## config.mk

```make
export PLATFORM = sky130hd
export DESIGN_NAME = program_loader
export DESIGN_NICKNAME = d
export VERILOG_FILES = /design/src/rtl/program_loader.sv
export SDC_FILE = /design/constraint.sdc
export NUM_CORES = 1
export LEC_CHECK = 0
export ABC_AREA = 0
export BUFFER_PORTS_ARGS = -buffer_cell sky130_fd_sc_hd__buf_2
export CAP_MARGIN = 5
export CORE_MARGIN = 2
export CORE_UTILIZATION = 59
export CTS_CLUSTER_SIZE = 25
export DETAILED_ROUTE_END_ITERATION = 6
export PLACE_DENSITY = 0.84
export SLEW_MARGIN = 40
export SYNTH_ARGS = -nofsm -noshare
export SYNTH_HDL_FRONTEND = slang
export SYNTH_SLANG_ARGS = --single-unit
```

## constraint.sdc

```tcl
create_clock -name clk -period 4.7 [get_ports clk]
set_input_delay 0.94 -clock clk [delete_from_list [all_inputs] [get_ports clk]]
set_output_delay 0.94 -clock clk [all_outputs]
set_load 0.01 [all_outputs]
```

## src/rtl/program_loader.sv

```systemverilog
// Streams a length-prefixed, checksummed image into program memory and
// holds the processor in reset until a complete, verified image is loaded.
module program_loader #(
  parameter int ADDR_W = 8,
  parameter int DATA_W = 8
) (
  input  logic              clk,
  input  logic              reset,
  input  logic              start,
  input  logic [DATA_W-1:0] rx_data,
  input  logic              rx_valid,
  output logic              rx_ready,
  output logic [ADDR_W-1:0] pm_wr_addr,
  output logic [DATA_W-1:0] pm_wr_data,
  output logic              pm_wren,
  output logic              cpu_reset,
  output logic              busy,
  output logic              done,
  output logic              error,
  output logic [ADDR_W-1:0] byte_count
);

  typedef enum logic [2:0] {
    S_IDLE, S_LEN, S_DATA, S_CHK, S_DONE, S_ERROR
  } state_t;

  localparam logic [ADDR_W-1:0] ONE_A = 1;

  state_t            r_state, w_next;
  logic [ADDR_W-1:0] r_addr, r_last, r_wr_addr;
  logic [DATA_W-1:0] r_sum, r_wr_data;
  logic              r_wren, r_cpu_rst, r_done, r_err;
  logic [ADDR_W-1:0] w_len;
  logic              w_xfer;

  // Length word resized to the address width; a length of 0 yields a last
  // index of all-ones, i.e. a full 2^ADDR_W word image.
  generate
    if (DATA_W >= ADDR_W) begin : g_len_trunc
      assign w_len = rx_data[ADDR_W-1:0];
    end else begin : g_len_ext
      assign w_len = {{(ADDR_W-DATA_W){1'b0}}, rx_data};
    end
  endgenerate

  assign rx_ready = (r_state == S_LEN) || (r_state == S_DATA) || (r_state == S_CHK);
  assign busy     = rx_ready;
  assign w_xfer   = rx_valid && rx_ready;

  always_ff @(posedge clk or posedge reset) begin
    if (reset) r_state <= S_IDLE;
    else       r_state <= w_next;
  end

  always_comb begin
    w_next = r_state;
    case (r_state)
      S_IDLE, S_DONE, S_ERROR: if (start) w_next = S_LEN;
      S_LEN:  if (w_xfer) w_next = S_DATA;
      S_DATA: if (w_xfer && (r_addr == r_last)) w_next = S_CHK;
      S_CHK:  if (w_xfer) w_next = (rx_data == r_sum) ? S_DONE : S_ERROR;
      default: w_next = S_IDLE;
    endcase
  end

  always_ff @(posedge clk or posedge reset) begin
    if (reset) begin
      r_addr    <= '0;
      r_last    <= '0;
      r_sum     <= '0;
      r_wr_addr <= '0;
      r_wr_data <= '0;
      r_wren    <= 1'b0;
      r_cpu_rst <= 1'b1;
      r_done    <= 1'b0;
      r_err     <= 1'b0;
    end else begin
      r_wren    <= 1'b0;
      // Status flags follow the next state so cpu_reset drops on DONE entry.
      r_cpu_rst <= (w_next != S_DONE);
      r_done    <= (w_next == S_DONE);
      r_err     <= (w_next == S_ERROR);
      case (r_state)
        S_IDLE, S_DONE, S_ERROR: begin
          if (start) begin
            r_addr <= '0;
            r_sum  <= '0;
          end
        end
        S_LEN: if (w_xfer) r_last <= w_len - ONE_A;
        S_DATA: begin
          if (w_xfer) begin
            r_wr_addr <= r_addr;
            r_wr_data <= rx_data;
            r_wren    <= 1'b1;
            r_addr    <= r_addr + ONE_A;
            r_sum     <= r_sum + rx_data;
          end
        end
        default: ;
      endcase
    end
  end

  assign pm_wr_addr = r_wr_addr;
  assign pm_wr_data = r_wr_data;
  assign pm_wren    = r_wren;
  assign cpu_reset  = r_cpu_rst;
  assign done       = r_done;
  assign error      = r_err;
  assign byte_count = r_addr;

endmodule

```

# Yosys cells after proc, flatten, opt, wreduce, memory -nomap -nowiden
# Index checks and enable logic that the tools add are counted.
[totals]
mem_count = 0
reg_bits = 47
out_inout_bits = 30
wordCells = 48
in_bits = 12
rom_bits = 0
ram_bits = 0
latchBits = 0
[classes]
reduce_logical = 10
bitwise_logic = 0
shifts = 0
div_mod_pow = 0
n_eq_ne = 12
n_mul = 0
addsub = 3
n_lt_le_gt_ge = 0
muxes = 13
[ops]
columns = ["operator", "n"]
rows = [
  ["$pmux W8 S2", 2],
  ["$mux W8", 3],
  ["$eq A8 B8 Y1", 2],
  ["$eq A3 B3 Y1 const B", 4],
  ["$mux W3", 4],
  ["$pmux W3 S4", 1],
  ["$add A8 B1 Y8 const B", 1],
  ["$add A8 B8 Y8", 1],
  ["$sub A8 B1 Y8 const B", 1],
  ["$eq A3 B2 Y1 const B", 2],
  ["$ne A2 B2 Y1 const B", 2],
  ["$reduce_and A2 Y1", 2],
  ["$eq A3 B1 Y1 const B", 1],
  ["$logic_not A3 Y1", 1],
  ["$mux W1", 3],
  ["$ne A3 B3 Y1 const B", 1],
  ["$reduce_and A3 Y1", 1],
  ["$reduce_or A3 Y1", 1],
  ["$logic_and A1 B1 Y1", 2],
  ["$logic_or A1 B1 Y1", 2],
  ["$reduce_bool A2 Y1", 1],
]

# Longest topological paths before layout
[logic_depth]
depth_word = 8
mapped_depth = 7
ltp_nobuf = 7

# Worst setup path before layout
# Ideal clock, no wire load.
[synth_timing]
path_kind = "input-to-reg"
from = "in rx_data[4]"
to = "reg r_done (netlist: done)"
cell_stages = 6
setup_ns = 0.071
setup_slack_ns = 2.143
required_time_ns = 4.629
n_path_buf = 0
arrival_ns = 2.486
cell_sequence = "ha_1 or4_1 o311a_1 nor3_2 inv_2 nor2_2"
[synth_via]
elab_chain_len = 5
[synth_lines]
columns = ["element", "line", "source"]
rows = [
  ["start, declared", "10", "input logic [DATA_W-1:0] rx_data,"],
  ["$eq A8 B8 Y1", "61", "S_CHK: if (w_xfer) w_next = (rx_data == r_sum) ? S_DONE : S_ERROR;"],
  ["$mux W1", "61", ""],
  ["$mux W3", "61", ""],
  ["$pmux W3 S4", "57", "case (r_state)"],
  ["net w_next[0]", "29", "state_t r_state, w_next;"],
  ["$eq A3 B3 Y1", "81", "r_done <= (w_next == S_DONE);"],
  ["end signal, assigned", "81", ""],
  ["end, declared", "32", "logic r_wren, r_cpu_rst, r_done, r_err;"],
]
# The timed path passes the listed nets, and every way through them passes these cells.
# A chain may end at the register's enable or synchronous reset.

# Final worst setup path
# Same ends and word-level chain as after synthesis.

==> impl_metrics.env <==
export IMPL_outcome="finished, final reports clean"
export IMPL_port_buffers=41
export IMPL_slowest_delay_ns=0.55
export IMPL_mostFrequentLayoutCells="dfrtp_1, buf_2, nor2_1"
export IMPL_drt_iter0_drc=72
export IMPL_clk_latency_ns=0.30
export IMPL_setup_viol=0
export IMPL_grt_overflow=0
export IMPL_detail_route_antenna_nets=0
export IMPL_drc=0
export IMPL_multiInputGateArea_um2=1097
export IMPL_crit_arrival_ns=2.76
export IMPL_hpwl_um=2955
export IMPL_drv_slew=0
export IMPL_power_total_uw=1541
export IMPL_die_w_um=66.91
export IMPL_reg2reg_depth=6
export IMPL_cts_tree="built"
export IMPL_cts_sinks=47
export IMPL_nNetsFinal=266
export IMPL_cp_max_fo=6
export IMPL_grtUsageMet2_pct=33.38
export IMPL_register_area_um2=1177
export IMPL_synthDistinctLibCells=44
export IMPL_viasPerCell=5.563
export IMPL_final_cells=293
export IMPL_whs_path_depth=1
export IMPL_antenna_found_initial=0
export IMPL_tightestPinTransition_ns=0.7561
export IMPL_post_cts_buffers=0
export IMPL_p_leak_uw=0.001313
export IMPL_critical_path_required_ns=4.93
export IMPL_clockBufferDepth=2
export IMPL_whs_ns=0.5066
export IMPL_startpoint_type="primary input"
export IMPL_relSlewSlack_pct=49.59
export IMPL_cp_cell_sequence="buf_2 > ha_1 > or4_1 > o311a_1 > nor3_2 > inv_2 > nor2_2"
export IMPL_cts_hold_repair_buffers=0
export IMPL_ys_warn_count=0
export IMPL_grt_util_met3_pct=4.561
export IMPL_synth_async_reset_ratio_pct=100.0
export IMPL_netlist_instances=203
export IMPL_drt_total_wl_um=4259
export IMPL_clockRootBuffer="clkbuf_8"
export IMPL_final_cell_area_um2=2669
export IMPL_worstSetupPathType="primary input to flip-flop"
export IMPL_io_pins=42
export IMPL_pwr_density_cell_nw_per_um2=577.5
export IMPL_grt_max_degree=48
export IMPL_ir_worst_vdd_uv=278.2
export IMPL_rsz0062_at_grt="false"
export IMPL_finalCritPeriodShare_pct=53.75
export IMPL_place_inst=285
export IMPL_synthToLayoutAreaGrowth_pct=14.31
export IMPL_num_fill_cells=299
export IMPL_dieArea_um2=4476
export IMPL_dr_pass1_iters=4
export IMPL_syn_cell_area_um2=2335
export IMPL_grt_util_met1_pct=30.90
export IMPL_num_rows=22
export IMPL_layout_commonest_cell="dfrtp_1"
export IMPL_ys_flop_type="dfrtp_1"
export IMPL_path_clk_slew_ns=0.08
export IMPL_min_period_ns=2.526
export IMPL_grt_first_pass_wirelength_um=7251
export IMPL_vias=1630
export IMPL_synth_seq_cells=47
export IMPL_syn_nets=225
export IMPL_coreArea_um2=3744
export IMPL_synth_edff_count=0
export IMPL_grt_pass1_vias=1548
export IMPL_drv_cap=0
export IMPL_cts_made_buffers=5
export IMPL_crit_path_end_kind="flip-flop"
export IMPL_crit_slowest_cell="or4_1"
export IMPL_num_antenna_cells=0
export IMPL_path_depth=7
export IMPL_path_buf_inv=2
export IMPL_fp_dieH_um=66.91
export IMPL_placed_area_um2=2559
export IMPL_cts_max_level=2
export IMPL_drive_above_1_share_pct=31.84
export IMPL_wl_per_cell_um=14.54
export IMPL_setup_tns_ns=0
export IMPL_top_usage_layer="met2"
export IMPL_hold_viol=0
export IMPL_grt_usage_pct=22.04
export IMPL_skew_ns=0.005345
export IMPL_cts_resized=0
export IMPL_avgSynthCellArea_um2=11.50
export IMPL_start_util_pct=62.37
export IMPL_fmaxAchievable_ghz=0.3958
export IMPL_path_delay_family="simple AND/OR/NAND/NOR gates"
export IMPL_ys_seq_area_share_pct=50.43
export IMPL_gp_congestion=0.8550
export IMPL_min_path_type="flip-flop to flip-flop"
layer usage:
| metal | wire [um] | vias to the layer above |
|---|---|---|
| met5 | 0 | - |
| met4 | 80 | 0 |
| met3 | 219 | 9 |
| met2 | 2002 | 45 |
| met1 | 1957 | 780 |
| li1 | - | 796 |
worst register-to-register path, cell delays in order (launching register included):
cell	delay (ns)
dfrtp_1	0.52
and4bb_2	0.78
nand3_1	0.17
nor4_1	0.36
nor3_2	0.11
inv_2	0.08
nor2_2	0.04
flip-flops by register name, summed over array words and instances (netlist names):
register / cells
byte_count: 8
cpu_reset: 1
done: 1
error: 1
pm_wr_addr: 8
pm_wr_data: 8
pm_wren: 1
r_last: 8
r_state: 3
r_sum: 8
power breakdown:
group,internal [uW],switching [uW]
clock network,134,134
registers,541,107
logic,304,321
total,979,562
synth_stat cells, types with 3 or more instances:
library cell / instances / share of area (%)
inv_1: 5 / 0.80
a21oi_1: 11 / 2.4
a22o_1: 8 / 3.0
nand4_1: 5 / 1.3
mux2_2: 17 / 8.2
ha_1: 9 / 4.8
xnor2_1: 15 / 5.6
nand2_1: 6 / 0.96
nor3_1: 3 / 0.64
buf_2: 3 / 0.64
xor2_1: 12 / 4.5
o21ai_0: 3 / 0.64
dfrtp_1: 46 / 49
nor2_1: 23 / 3.7
logic make-up (layout without fill, tap and decap cells):
logic type | Yosys count | after routing | synth area share (%)
simple gates | 54 | 54 | 12.38
flops | 47 | 47 | 50.43
compound gates | 34 | 34 | 9.914
xor+xnor | 27 | 27 | 10.13
mux | 18 | 18 | 8.628
buf+inv | 13 | 55 | 2.840
fa+ha+maj | 10 | 10 | 5.681
area by class of cell:
cell class	count	area share [%]
clock buffers	7	3.610
clock inverters	1	0.2813
well taps	48	2.250
inverters	6	0.9376
repair buffers	41	7.689
multi-input cells	143	41.12
flip-flops and latches	47	44.12
worst paths after layout:
kind / from / slack [ns] / endpoint
max in group asynchronous: reset / 3.62 / r_sum[3]
worst min register to register: pm_wr_addr[6] / 0.51 / pm_wr_addr[6]
worst max-delay path: rx_data[4] / 2.17 / done
min in group asynchronous: reset / 0.69 / r_state[1]
worst max register to register: r_state[1] / 2.53 / done
worst min-delay path: pm_wr_addr[6] / 0.51 / pm_wr_addr[6]
through the flow:
stage | worst slack, ns | utilization [%]
global placement | 1.914 | 68.28
floorplan | 2.143 | -
CTS | 2.190 | 71.12
detailed placement | 1.879 | 68.35
global route | 2.098 | 71.29
finish | 2.174 | 71.29
(Power assumes the default switching activity.)
